--- src/rtl/d_ext_pipe.sv ---
// Buffered immediate extender for the D stage: extends at enqueue, holds {data, err} in a small FIFO.
// Optional feature: define EXT_BRANCH_EN to make opcode 011 produce a branch offset instead of an error.
module d_ext_pipe #(
    parameter int IMM_W  = 16,
    parameter int DATA_W = 32,
    parameter int DEPTH  = 2
) (
    input  logic                       clk,
    input  logic                       reset_n,
    input  logic                       flush,
    input  logic                       in_valid,
    output logic                       in_ready,
    input  logic [IMM_W-1:0]           in_imm,
    input  logic [2:0]                 in_op,
    output logic                       out_valid,
    input  logic                       out_ready,
    output logic [DATA_W-1:0]          out_data,
    output logic                       out_err,
    output logic [$clog2(DEPTH+1)-1:0] count
);

    localparam int K     = DATA_W - IMM_W;
    localparam int CNT_W = $clog2(DEPTH + 1);
    localparam int PTR_W = (DEPTH > 1) ? $clog2(DEPTH) : 1;

    logic [DATA_W-1:0] mem_data [DEPTH];
    logic              mem_err  [DEPTH];
    logic [PTR_W-1:0]  wr_ptr, rd_ptr;
    logic [DATA_W-1:0] zx_imm, sx_imm, ones_mask, ext_data;
    logic              ext_err;
    logic              enq, deq;

    assign zx_imm    = DATA_W'(in_imm);
    assign sx_imm    = DATA_W'($signed(in_imm));
    assign ones_mask = ~DATA_W'({IMM_W{1'b1}});

    always_comb begin
        ext_data = '1;
        ext_err  = 1'b1;
        case (in_op)
            3'b000: begin ext_data = zx_imm;             ext_err = 1'b0; end
            3'b001: begin ext_data = sx_imm;             ext_err = 1'b0; end
            3'b010: begin ext_data = zx_imm << K;        ext_err = 1'b0; end
`ifdef EXT_BRANCH_EN
            3'b011: begin ext_data = sx_imm << 2;        ext_err = 1'b0; end
`endif
            3'b100: begin ext_data = zx_imm | ones_mask; ext_err = 1'b0; end
            default: begin ext_data = '1;                ext_err = 1'b1; end
        endcase
    end

    // Handshake outputs come only from the registered count.
    assign in_ready  = (count < CNT_W'(DEPTH));
    assign out_valid = (count != '0);
    assign out_data  = mem_data[rd_ptr];
    assign out_err   = mem_err[rd_ptr];

    assign enq = in_valid && in_ready && !flush;
    assign deq = out_valid && out_ready && !flush;

    function automatic logic [PTR_W-1:0] ptr_inc(input logic [PTR_W-1:0] p);
        return (p == PTR_W'(DEPTH - 1)) ? '0 : p + 1'b1;
    endfunction

    always_ff @(posedge clk or negedge reset_n) begin
        if (!reset_n) begin
            wr_ptr <= '0;
            rd_ptr <= '0;
            count  <= '0;
            for (int i = 0; i < DEPTH; i++) begin
                mem_data[i] <= '0;
                mem_err[i]  <= 1'b0;
            end
        end else if (flush) begin
            wr_ptr <= '0;
            rd_ptr <= '0;
            count  <= '0;
        end else begin
            if (enq) begin
                mem_data[wr_ptr] <= ext_data;
                mem_err[wr_ptr]  <= ext_err;
                wr_ptr           <= ptr_inc(wr_ptr);
            end
            if (deq) rd_ptr <= ptr_inc(rd_ptr);
            case ({enq, deq})
                2'b10:   count <= count + 1'b1;
                2'b01:   count <= count - 1'b1;
                default: count <= count;
            endcase
        end
    end

endmodule

--- config.mk ---
export PLATFORM = sky130hd
export DESIGN_NAME = d_ext_pipe
export DESIGN_NICKNAME = d
export VERILOG_FILES = /design/src/rtl/d_ext_pipe.sv
export SDC_FILE = /design/constraint.sdc
export NUM_CORES = 1
export LEC_CHECK = 0
export CORE_ASPECT_RATIO = 1.5
export CORE_UTILIZATION = 55
export CTS_CLUSTER_DIAMETER = 150
export DETAILED_ROUTE_END_ITERATION = 8
export GPL_TIMING_DRIVEN = 0
export MAX_ROUTING_LAYER = met4
export PLACE_DENSITY = 0.83
export SLEW_MARGIN = 20
export SYNTH_ARGS = -nofsm -noshare
export SYNTH_HDL_FRONTEND = slang
export SYNTH_SLANG_ARGS = --single-unit
--- constraint.sdc ---
create_clock -name clk -period 3.9 [get_ports clk]
set_input_delay 0.78 -clock clk [delete_from_list [all_inputs] [get_ports clk]]
set_output_delay 0.78 -clock clk [all_outputs]
set_load 0.01 [all_outputs]
==> results_dict.tcl, run 1 <==
set metrics [dict create \
    run_status "finished clean" \
    top_layer_used "met4" \
    grt_pass1_wl_um 13300 \
    net-switching-power_mw 0.651 \
    wire_per_inst_um 16.3 \
    ys_seq_elements 70 \
    yosys_warning_total 0 \
    detail_route.wirelength_um 8060 \
    post-cts-setup-buffers 0 \
    route.met2.wl_um 4330 \
    post-synth-top-count-cell "sky130_fd_sc_hd__dfrtp_1" \
    port_buffers 59 \
    design.final.nets 439 \
    num_io_pins 61 \
    final-max-slew-violation-count 0 \
    yosys.area.top_type_share_pct 50.0 \
    power_report.internal_total_mw 1.54 \
    synth_seq_area_share_pct 50.0 \
    num_vias 2820 \
    clk-insertion-delay-late_ns 0.34 \
    detailedRoute.firstIterationViolations 143 \
    worst-endpoint-arrival_ns 2.49 \
    post-route-min-period_ns 3.27 \
    hpwl_um 6060 \
    synth_enable_flop_cells 0 \
    vdd_drop_max_v 0.000336 \
    layoutNonFillerInstCount 493 \
    cts.sinks 70 \
    fin_skew_ns 0.00478 \
    cp.required_ns 3.12 \
    cts.htree.levels 3 \
    cts_tree "yes" \
    setup.worst_path.end_class "primary output" \
    cpLargestDelayFamily "buffers and inverters" \
    globalplace.congestion 0.821 \
    finalSetupViolCount 0 \
    detailroute.wirelength.met3_um 262 \
    diodes 0 \
    number_of_nets_in_the_synthesized_netlist 368 \
    worst-path-buf-inv 3 \
    class_of_the_tightest_hold_or_removal_check "in -> async" \
    drcViolationCount 0 \
    netlist_instances 344 \
    leakage_nw 1.79 \
    power_density_nw_per_um2 500 \
    viasPerCell 5.72 \
    setup.worst_path.start_class "flop" \
    share_comb_of_total_power_pct 30.8 \
    timing.critical_path.cells "clkbuf_1 -> buf_1 -> mux2_2 -> clkdlybuf4s50_1" \
    ys_dominant_reg_cell "sky130_fd_sc_hd__dfrtp_1" \
    grt_pass1_vias 2801 \
    place_area_um2 4200 \
    period_share_pct 83.7 \
    design_area_um2 4380 \
    floorplan.core_area_um2 6130 \
    overflow 0 \
    final_hold_viol_count 0 \
    max_freq_ghz 0.306 \
    initial_utilization_pct 57.1 \
    tightest_slew_ns 0.653 \
    route.antenna.remaining_nets 0 \
    drt_pre_antenna_iters 4 \
    slew_headroom_pct 56.4 \
    seqPwrFrac_pct 45.7 \
    p_sw_share_pct 29.8 \
    initial_antenna_violation_count 0 \
    syn2layout_area_growth_pct 25.0 \
    cp_slowest_cell "sky130_fd_sc_hd__buf_1" \
    yosysTopAreaCell "sky130_fd_sc_hd__dfrtp_1" \
    clk_transition_reported_paths_ns 0.07 \
    synth.avg_cell_area_um2 10.2 \
    gr-usage-all-layers_pct 27.4 \
    syn-cell-area_um2 3500 \
    wl_met1_um 3280 \
    cts_hold_buf 0 \
    drv_cap 0 \
    timing.critical_path.slowest_cell_delay_ns 0.56 \
    path_class "reg -> out" \
    number_of_cts_inserted_buffers 9 \
    ys_top_cells_by_area "sky130_fd_sc_hd__dfrtp_1 50%, sky130_fd_sc_hd__mux2_2 14%, sky130_fd_sc_hd__a31oi_1 5.7%" \
    synthDistinctLibCells 31 \
    ys_async_sr_fraction_pct 100 \
    rsz0062_at_grt "no" \
    synth.cells.most_frequent "70 x sky130_fd_sc_hd__dfrtp_1, 50 x sky130_fd_sc_hd__nand2_1, 42 x sky130_fd_sc_hd__mux2_2, 37 x sky130_fd_sc_hd__nor2_1, 32 x sky130_fd_sc_hd__a31oi_1" \
    grt_max_degree 43 \
    cts_resized 0 \
    ctsRootBufferMaster "sky130_fd_sc_hd__clkbuf_8" \
    max_buffers_root_to_sink 2 \
    die_width_um 67.2 \
    place_inst 478 \
    power_frac_clock_pct 23.5 \
    dieHeight_um 99.7 \
    die_area_um2 6700 \
    critPathMaxFanout 10 \
    fraction_of_final_layout_cells_sized_beyond_drive_strength_1_pct 22.4 \
    number_of_core_rows 35 \
]
## registers in the layout (all words and copies together), names as in the netlist
register / cells
wr_ptr: 1
count: 2
rd_ptr: 1
mem_err: 2
mem_data: 64
## through the flow
stage	power (mW)	setup slack (ns)	hold WS (ns)	utilization (%)	TNS, ns
CTS	2.20	0.593	0.354	71.4	0
floorplan	1.38	1.83	0.443	-	0
global route	2.31	0.476	0.366	71.4	0
detailed placement	1.69	0.978	0.467	68.6	0
finish	2.19	0.635	0.348	71.4	0
global placement	1.66	-0.137	0.455	68.3	-9.29
## placed cells by master, fill, tap and decap left out, drive strengths merged
cell,n
o21ai,32
nor4b,1
nand2b,2
xnor2,1
a31oi,32
a21oi,4
nor2,37
nor2b,2
buf,21
clkinv,3
nand4bb,1
mux2,48
or2,3
nor4bb,1
nand3,1
clkbuf,25
o22ai,15
inv,2
or4b,1
clkinvlp,1
a221oi,1
xor2,2
clkdlybuf4s50,58
dfrtp,70
nor3b,1
nand2,50
o31ai,4
## power groups by stage
stage / Combinational, mW / Clock [mW] / Sequential (mW)
6_report: 0.673 / 0.515 / 1.00
5_1_grt: 0.737 / 0.556 / 1.02
4_1_cts: 0.678 / 0.521 / 1.00
3_5_place_dp: 0.674 / 0 / 1.01
3_3_place_gp: 0.657 / 0 / 0.999
2_1_floorplan: 0.396 / 0 / 0.987
## final cells by class
type	instances	area [um^2]
Fill cell	452	1750
Clock inverter	4	22.5
Timing Repair Buffer	60	608
Inverter	2	7.51
Clock buffer	11	151
Multi-Input combinational cell	239	1570
Buffer	33	178
Sequential cell	70	1750
Tap cell	74	92.6
## cell families after synthesis
kind of cell | after synthesis | synth area share [%]
AO/OA/AOI/OAI | 88 | 16.1
flip-flops | 70 | 50.0
XOR/XNOR | 3 | 0.750
buffers and inverters | 35 | 5.29
multiplexers | 48 | 15.4
AND/OR/NAND/NOR | 100 | 12.4
## worst paths after layout
kind | cells after the start | end | start | slack (ns)
max | 4 | out_data[28] | rd_ptr$_DFFE_PN0P_ | 0.63
min | 1 | mem_data[25]$_DFFE_PN0P_ | reset_n | 0.35
max reg2reg | 5 | mem_data[26]$_DFFE_PN0P_ | count[1]$_DFFE_PN0P_ | 2.14
min reg2reg | 2 | mem_data[33]$_DFFE_PN0P_ | mem_data[33]$_DFFE_PN0P_ | 0.48
max in group asynchronous | 2 | mem_data[4]$_DFFE_PN0P_ | reset_n | 3.00
min in group clk | 2 | mem_data[33]$_DFFE_PN0P_ | mem_data[33]$_DFFE_PN0P_ | 0.48
## per-layer routing
metal,up-vias,GRT usage (%)
met2,71,43.8
met1,1373,33.3
met4,0,9.82
met5,-,-
met3,20,6.54
li1,1356,-
Power figures use the tool's default switching activity.
==> run 2: changes to the inputs <==
- CORE_UTILIZATION: 55 -> 53
- PLACE_DENSITY: 0.83 -> 0.8
- clock period: 3.9 -> 3.3 ns (I/O delays scaled with it)
==> run 2 against run 1 <==
Sequential cell count unchanged. Sequential share of layout area down 0.32 points. Wire length up 4.6%. Cell area up 0.80%. Final cell count up 0.20%. Clock power up 35%. Worst hold slack worse by 0.16 ns. Clock skew up 0.0027 ns. Setup slack worse by 0.33 ns. Critical path depth unchanged. Register-to-register slack worse by 0.64 ns. Highest routed layer unchanged.
==> results_dict.tcl, run 2 (same netlist as run 1, synthesis figures left out) <==
set metrics [dict create \
    run_status "finished clean" \
    post-place-ws_ns 0.457 \
    die_area_um2 6940 \
    setup.worst_path.end_class "primary output" \
    gr-usage-all-layers_pct 27.5 \
    slew_headroom_pct 65.9 \
    diodes 0 \
    overflow 0 \
    fin_hold_ws_ns 0.189 \
    route.antenna.remaining_nets 0 \
    path_class "reg -> out" \
    fin_skew_ns 0.00749 \
    class_of_the_tightest_hold_or_removal_check "in -> async" \
    fraction_of_final_layout_cells_sized_beyond_drive_strength_1_pct 22.6 \
    r2r_setup_slack_ns 1.50 \
    syn2layout_area_growth_pct 26.0 \
    period_share_pct 90.8 \
    most-common-layout-cells "70 x sky130_fd_sc_hd__dfrtp_1, 58 x sky130_fd_sc_hd__clkdlybuf4s50_1, 50 x sky130_fd_sc_hd__nand2_1, 42 x sky130_fd_sc_hd__mux2_2, 37 x sky130_fd_sc_hd__nor2_1" \
    cts.sinks 70 \
    timing.reg2reg.worst_path_depth 4 \
    clk_transition_reported_paths_ns 0.07 \
    tightest_slew_ns 0.510 \
    layoutNonFillerInstCount 494 \
    power_density_nw_per_um2 607 \
    largest_register_ffs 64 \
    viasPerCell 5.79 \
    vdd_drop_max_v 0.000394 \
    initial_utilization_pct 55.9 \
    die_width_um 68.4 \
    max_freq_ghz 0.334 \
    wire_per_inst_um 17.1 \
    drv_cap 0 \
    final-max-slew-violation-count 0 \
    clk-insertion-delay-late_ns 0.36 \
    timing.critical_path.cells "clkbuf_1 -> clkbuf_2 -> mux2_2 -> clkdlybuf4s50_1" \
    grt_max_degree 49 \
    cts_tree "yes" \
    initial_antenna_violation_count 0 \
    detailedRoute.firstIterationViolations 215 \
    largest_registers "mem_data x64, count x2, mem_err x2" \
    cp_slowest_cell "sky130_fd_sc_hd__clkdlybuf4s50_1" \
    port_buffers 59 \
    num_io_pins 61 \
    rsz0062_at_grt "no" \
    cts_resized 0 \
    cts_hold_buf 0 \
    leakage_nw 1.80 \
    floorplan.core_area_um2 6260 \
    timing.critical_path.slowest_cell_delay_ns 0.48 \
    design.final.nets 439 \
    final_hold_viol_count 0 \
    number_of_core_rows 35 \
    globalplace.congestion 0.780 \
    drt_pre_antenna_iters 4 \
    grt_pass1_vias 2841 \
    worst-path-buf-inv 3 \
    setup_slack_ns 0.304 \
    cp.required_ns 2.64 \
    drcViolationCount 0 \
    cp_num_cells 4 \
    detail_route.wirelength_um 8430 \
    setup.worst_path.start_class "flop" \
    cpLargestDelayFamily "buffers and inverters" \
    worst-endpoint-arrival_ns 2.34 \
    hpwl_um 6140 \
    dieHeight_um 102 \
    grt_pass1_wl_um 13400 \
    num_vias 2858 \
    totalPowerFinal_mw 2.68 \
    max_buffers_root_to_sink 2 \
    post-cts-setup-buffers 0 \
    critPathMaxFanout 10 \
    ctsRootBufferMaster "sky130_fd_sc_hd__clkbuf_8" \
    max_flop_register "mem_data" \
    place_inst 478 \
    cts.htree.levels 3 \
    layout.cells.most_common "sky130_fd_sc_hd__dfrtp_1" \
    number_of_cts_inserted_buffers 9 \
    post-route-min-period_ns 3.00 \
    finalSetupViolCount 0 \
]
==> run 2: stage by stage <==
stage	utilization [%]	TNS (ns)	area [um^2]
3_3_place_gp	66.8	-45.91	4190
5_1_grt	70.4	0	4410
4_1_cts	70.4	0	4410
3_5_place_dp	67.2	0	4210
2_1_floorplan	-	0	3500
6_report	70.4	0	4410
==> run 2: area by class of cell <==
type	instances	area, um^2
multi-input cells	239	1570
repair buffers	60	616
fillers	504	1850
flip-flops and latches	70	1750
well taps	74	92.6
inverters	2	7.51
plain buffers	33	179
clock inverters	5	58.8
clock buffers	11	141
==> run 2: report_power, final <==
part | leakage (nW) | switching [mW] | total (mW) | internal [mW]
registers | 0.802 | 0.107 | 1.18 | 1.07
clock network | 0.0955 | 0.325 | 0.694 | 0.369
logic | 0.899 | 0.366 | 0.804 | 0.438
==> run 2: worst paths after layout <==
| path | start | end |
|---|---|---|
| setup / recovery | rd_ptr$_DFFE_PN0P_ | out_data[28] |
| hold / removal | reset_n | mem_data[0]$_DFFE_PN0P_ |
| setup reg to reg | count[1]$_DFFE_PN0P_ | mem_data[54]$_DFFE_PN0P_ |
| hold reg to reg | mem_data[46]$_DFFE_PN0P_ | mem_data[46]$_DFFE_PN0P_ |
| max in group asynchronous | reset_n | mem_data[43]$_DFFE_PN0P_ |
| min in group clk | mem_data[46]$_DFFE_PN0P_ | mem_data[46]$_DFFE_PN0P_ |
==> run 2: metal layers <==
metal | GRT usage (%) | wire, um
met1 | 30.9 | 3380
met2 | 45.1 | 4420
met3 | 5.29 | 396
met4 | 13.9 | 233
met5 | - | 0
==> edit: new RTL, flow settings as in run 2 <==
Add a define of `EXT_BRANCH_EN`.
--- a/src/rtl/d_ext_pipe.sv
+++ b/src/rtl/d_ext_pipe.sv
@@ -1,5 +1,7 @@
 // Buffered immediate extender for the D stage: extends at enqueue, holds {data, err} in a small FIFO.
 // Optional feature: define EXT_BRANCH_EN to make opcode 011 produce a branch offset instead of an error.
+`define EXT_BRANCH_EN
+
 module d_ext_pipe #(
     parameter int IMM_W  = 16,
     parameter int DATA_W = 32,
Function: changed (a bounded check fails within 4 cycles, from zero or initial values and one cycle with reset_n low).
==> edit against run 2 <==
  * Cell area up 1.4%
  * Wire length up 0.15%
  * Global-route usage down 1.5 points
  * Synthesized area up 1.9%
  * Total power about the same
  * First-iteration DRC count up 1.9%
  * Sequential cell count unchanged
  * Setup slack better by 0.15 ns
  * Largest cell class unchanged
==> edit: results (changes against run 2) <==
adder-cell share of the synthesized area=0 (unchanged); final hold slack=0.187 ns (-0.00191 ns); Post-Synthesis Cells=334 (-2.9%); Peak VDD IR=364 uV (-7.8%); Area contributors post-synth=dfrtp_1 49%, mux2_2 11%, a21oi_1 8.8%; R2R depth=3 (-1); Inst Count DP=471 (-1.5%); mux share of post-synthesis cell area=0.115 (-0.0397); static leakage=1.81 nW (+0.74%); Slew HR=0.723 (+0.0640); Top Registers=mem_data: 64 flops, count: 2 flops, mem_err: 2 flops; max cap viols=0 (unchanged); Placed Area=4290 um2 (+1.9%); Max clock buf depth=2 (unchanged); fill count=524 (+4.0%); post-synthesis sequential area ratio=0.491 (-0.00947); post-detail-place hpwl=6040 um (-1.6%); All-Layer GR Usage=0.259 (-0.0153); post-synthesis xor/xnor area fraction=0.00736 (-0.000142); TritonRoute pass-1 iters=4 (unchanged); ratio of cells with drive above 1 in the final layout=0.265 (+0.0390); Post-synth top cells=70 x dfrtp_1, 68 x nor2_1, 63 x a21oi_1; Nets=430 (-2.1%); synth unique cells=30 (-3.2%); Worst Skew=0.00321 ns (-0.00428 ns); CTS H-Tree Depth=3 (unchanged); total CTS buffers=9 (unchanged); complex-gate fraction of the synthesized area=0.225 (+0.0639); Layout Cells excl Fill=487 (-1.4%); largest net degree at the start of global routing=54 (+10%); vias per inst=5.74 (-0.83%); synth warn=0 (unchanged); Post-CTS Setup Repair Bufs=0 (unchanged); PortBufs=60 (+1.7%); worst skew pair latency=0.34 ns (-0.02 ns); status=complete, no violations; syn_nets=358 (-2.7%); worst reg2reg path startpoint=count[1]; first-pass GRT wire length=13800 um (+3.4%); Critical Path AT=2.18 ns (-0.16 ns); DR iter-0 viols=219 (+1.9%); RR Endpoint=mem_err[1]; Total Wirelength=8440 um (+0.15%); gpl congestion=0.822 (+5.3%); R2R setup slack=1.75 ns (+0.25 ns); initial antenna violation count=0 (unchanged); vias in the first global route=2842 (+0.035%); Post-synth ARST share=1.00 (unchanged)
edit: cell type report:
cell class,instances,area [um2],share of cell area
Sequential cell,70,1750,0.392
Multi-Input combinational cell,233,1590,0.355
Timing Repair Buffer,61,626,0.140
Buffer,28,219,0.0490
Clock buffer,12,135,0.0302
Tap cell,76,95.1,0.0213
Clock inverter,4,47.5,0.0106
Inverter,3,11.3,0.00252
edit: metrics by stage:
stage / TNS, ns / worst slack (ns) / power (mW)
floorplan: 0 / 1.50 / 1.67
global placement: -45.40 / -0.653 / 2.01
detailed placement: 0 / 0.821 / 2.04
CTS: 0 / 0.437 / 2.70
global route: 0 / 0.384 / 2.83
finish: 0 / 0.458 / 2.68
edit: logic make-up (layout without fill, tap and decap cells):
group	after synthesis	after routing
AOI/OAI and AO/OA	116	116
and+or+nand+nor	78	78
DFF	70	70
muxes	36	36
buffers and inverters	31	108
xor gates and xnor gates	3	3
edit: worst max-delay path, stage by stage, from the launching register on:
cell             delay (ns)
dfrtp_1                0.32
clkbuf_1               0.30
buf_2                  0.35
mux2_2                 0.39
clkdlybuf4s50_1        0.48
edit: how the worst max path moves through the flow:
stage / startpoint / end / slack (ns) / cells past startpoint
floorplan: rd_ptr / out_data[22] / 1.50 / 3
global placement: reset_n / mem_data[3] / -0.65 / 1
detailed placement: rd_ptr / out_data[14] / 0.82 / 4
CTS: rd_ptr / out_data[14] / 0.44 / 4
global route: rd_ptr / out_data[12] / 0.38 / 4
finish: rd_ptr / out_data[14] / 0.46 / 4
edit: layer usage:
| layer | vias to the layer above | wire length, um | global-route usage |
|---|---|---|---|
| li1 | 1319 | - | - |
| met1 | 1384 | 3510 | 0.300 |
| met4 | 0 | 202 | 0.124 |
| met2 | 71 | 4410 | 0.445 |
| met3 | 20 | 320 | 0.0381 |
| met5 | - | 0 | - |
edit: where the power goes:
part           internal (mW)  total [mW]  switching, mW
sequential              1.08        1.19          0.112
clock                  0.347       0.654          0.306
combinational          0.461       0.839          0.378
total                   1.89        2.68          0.796
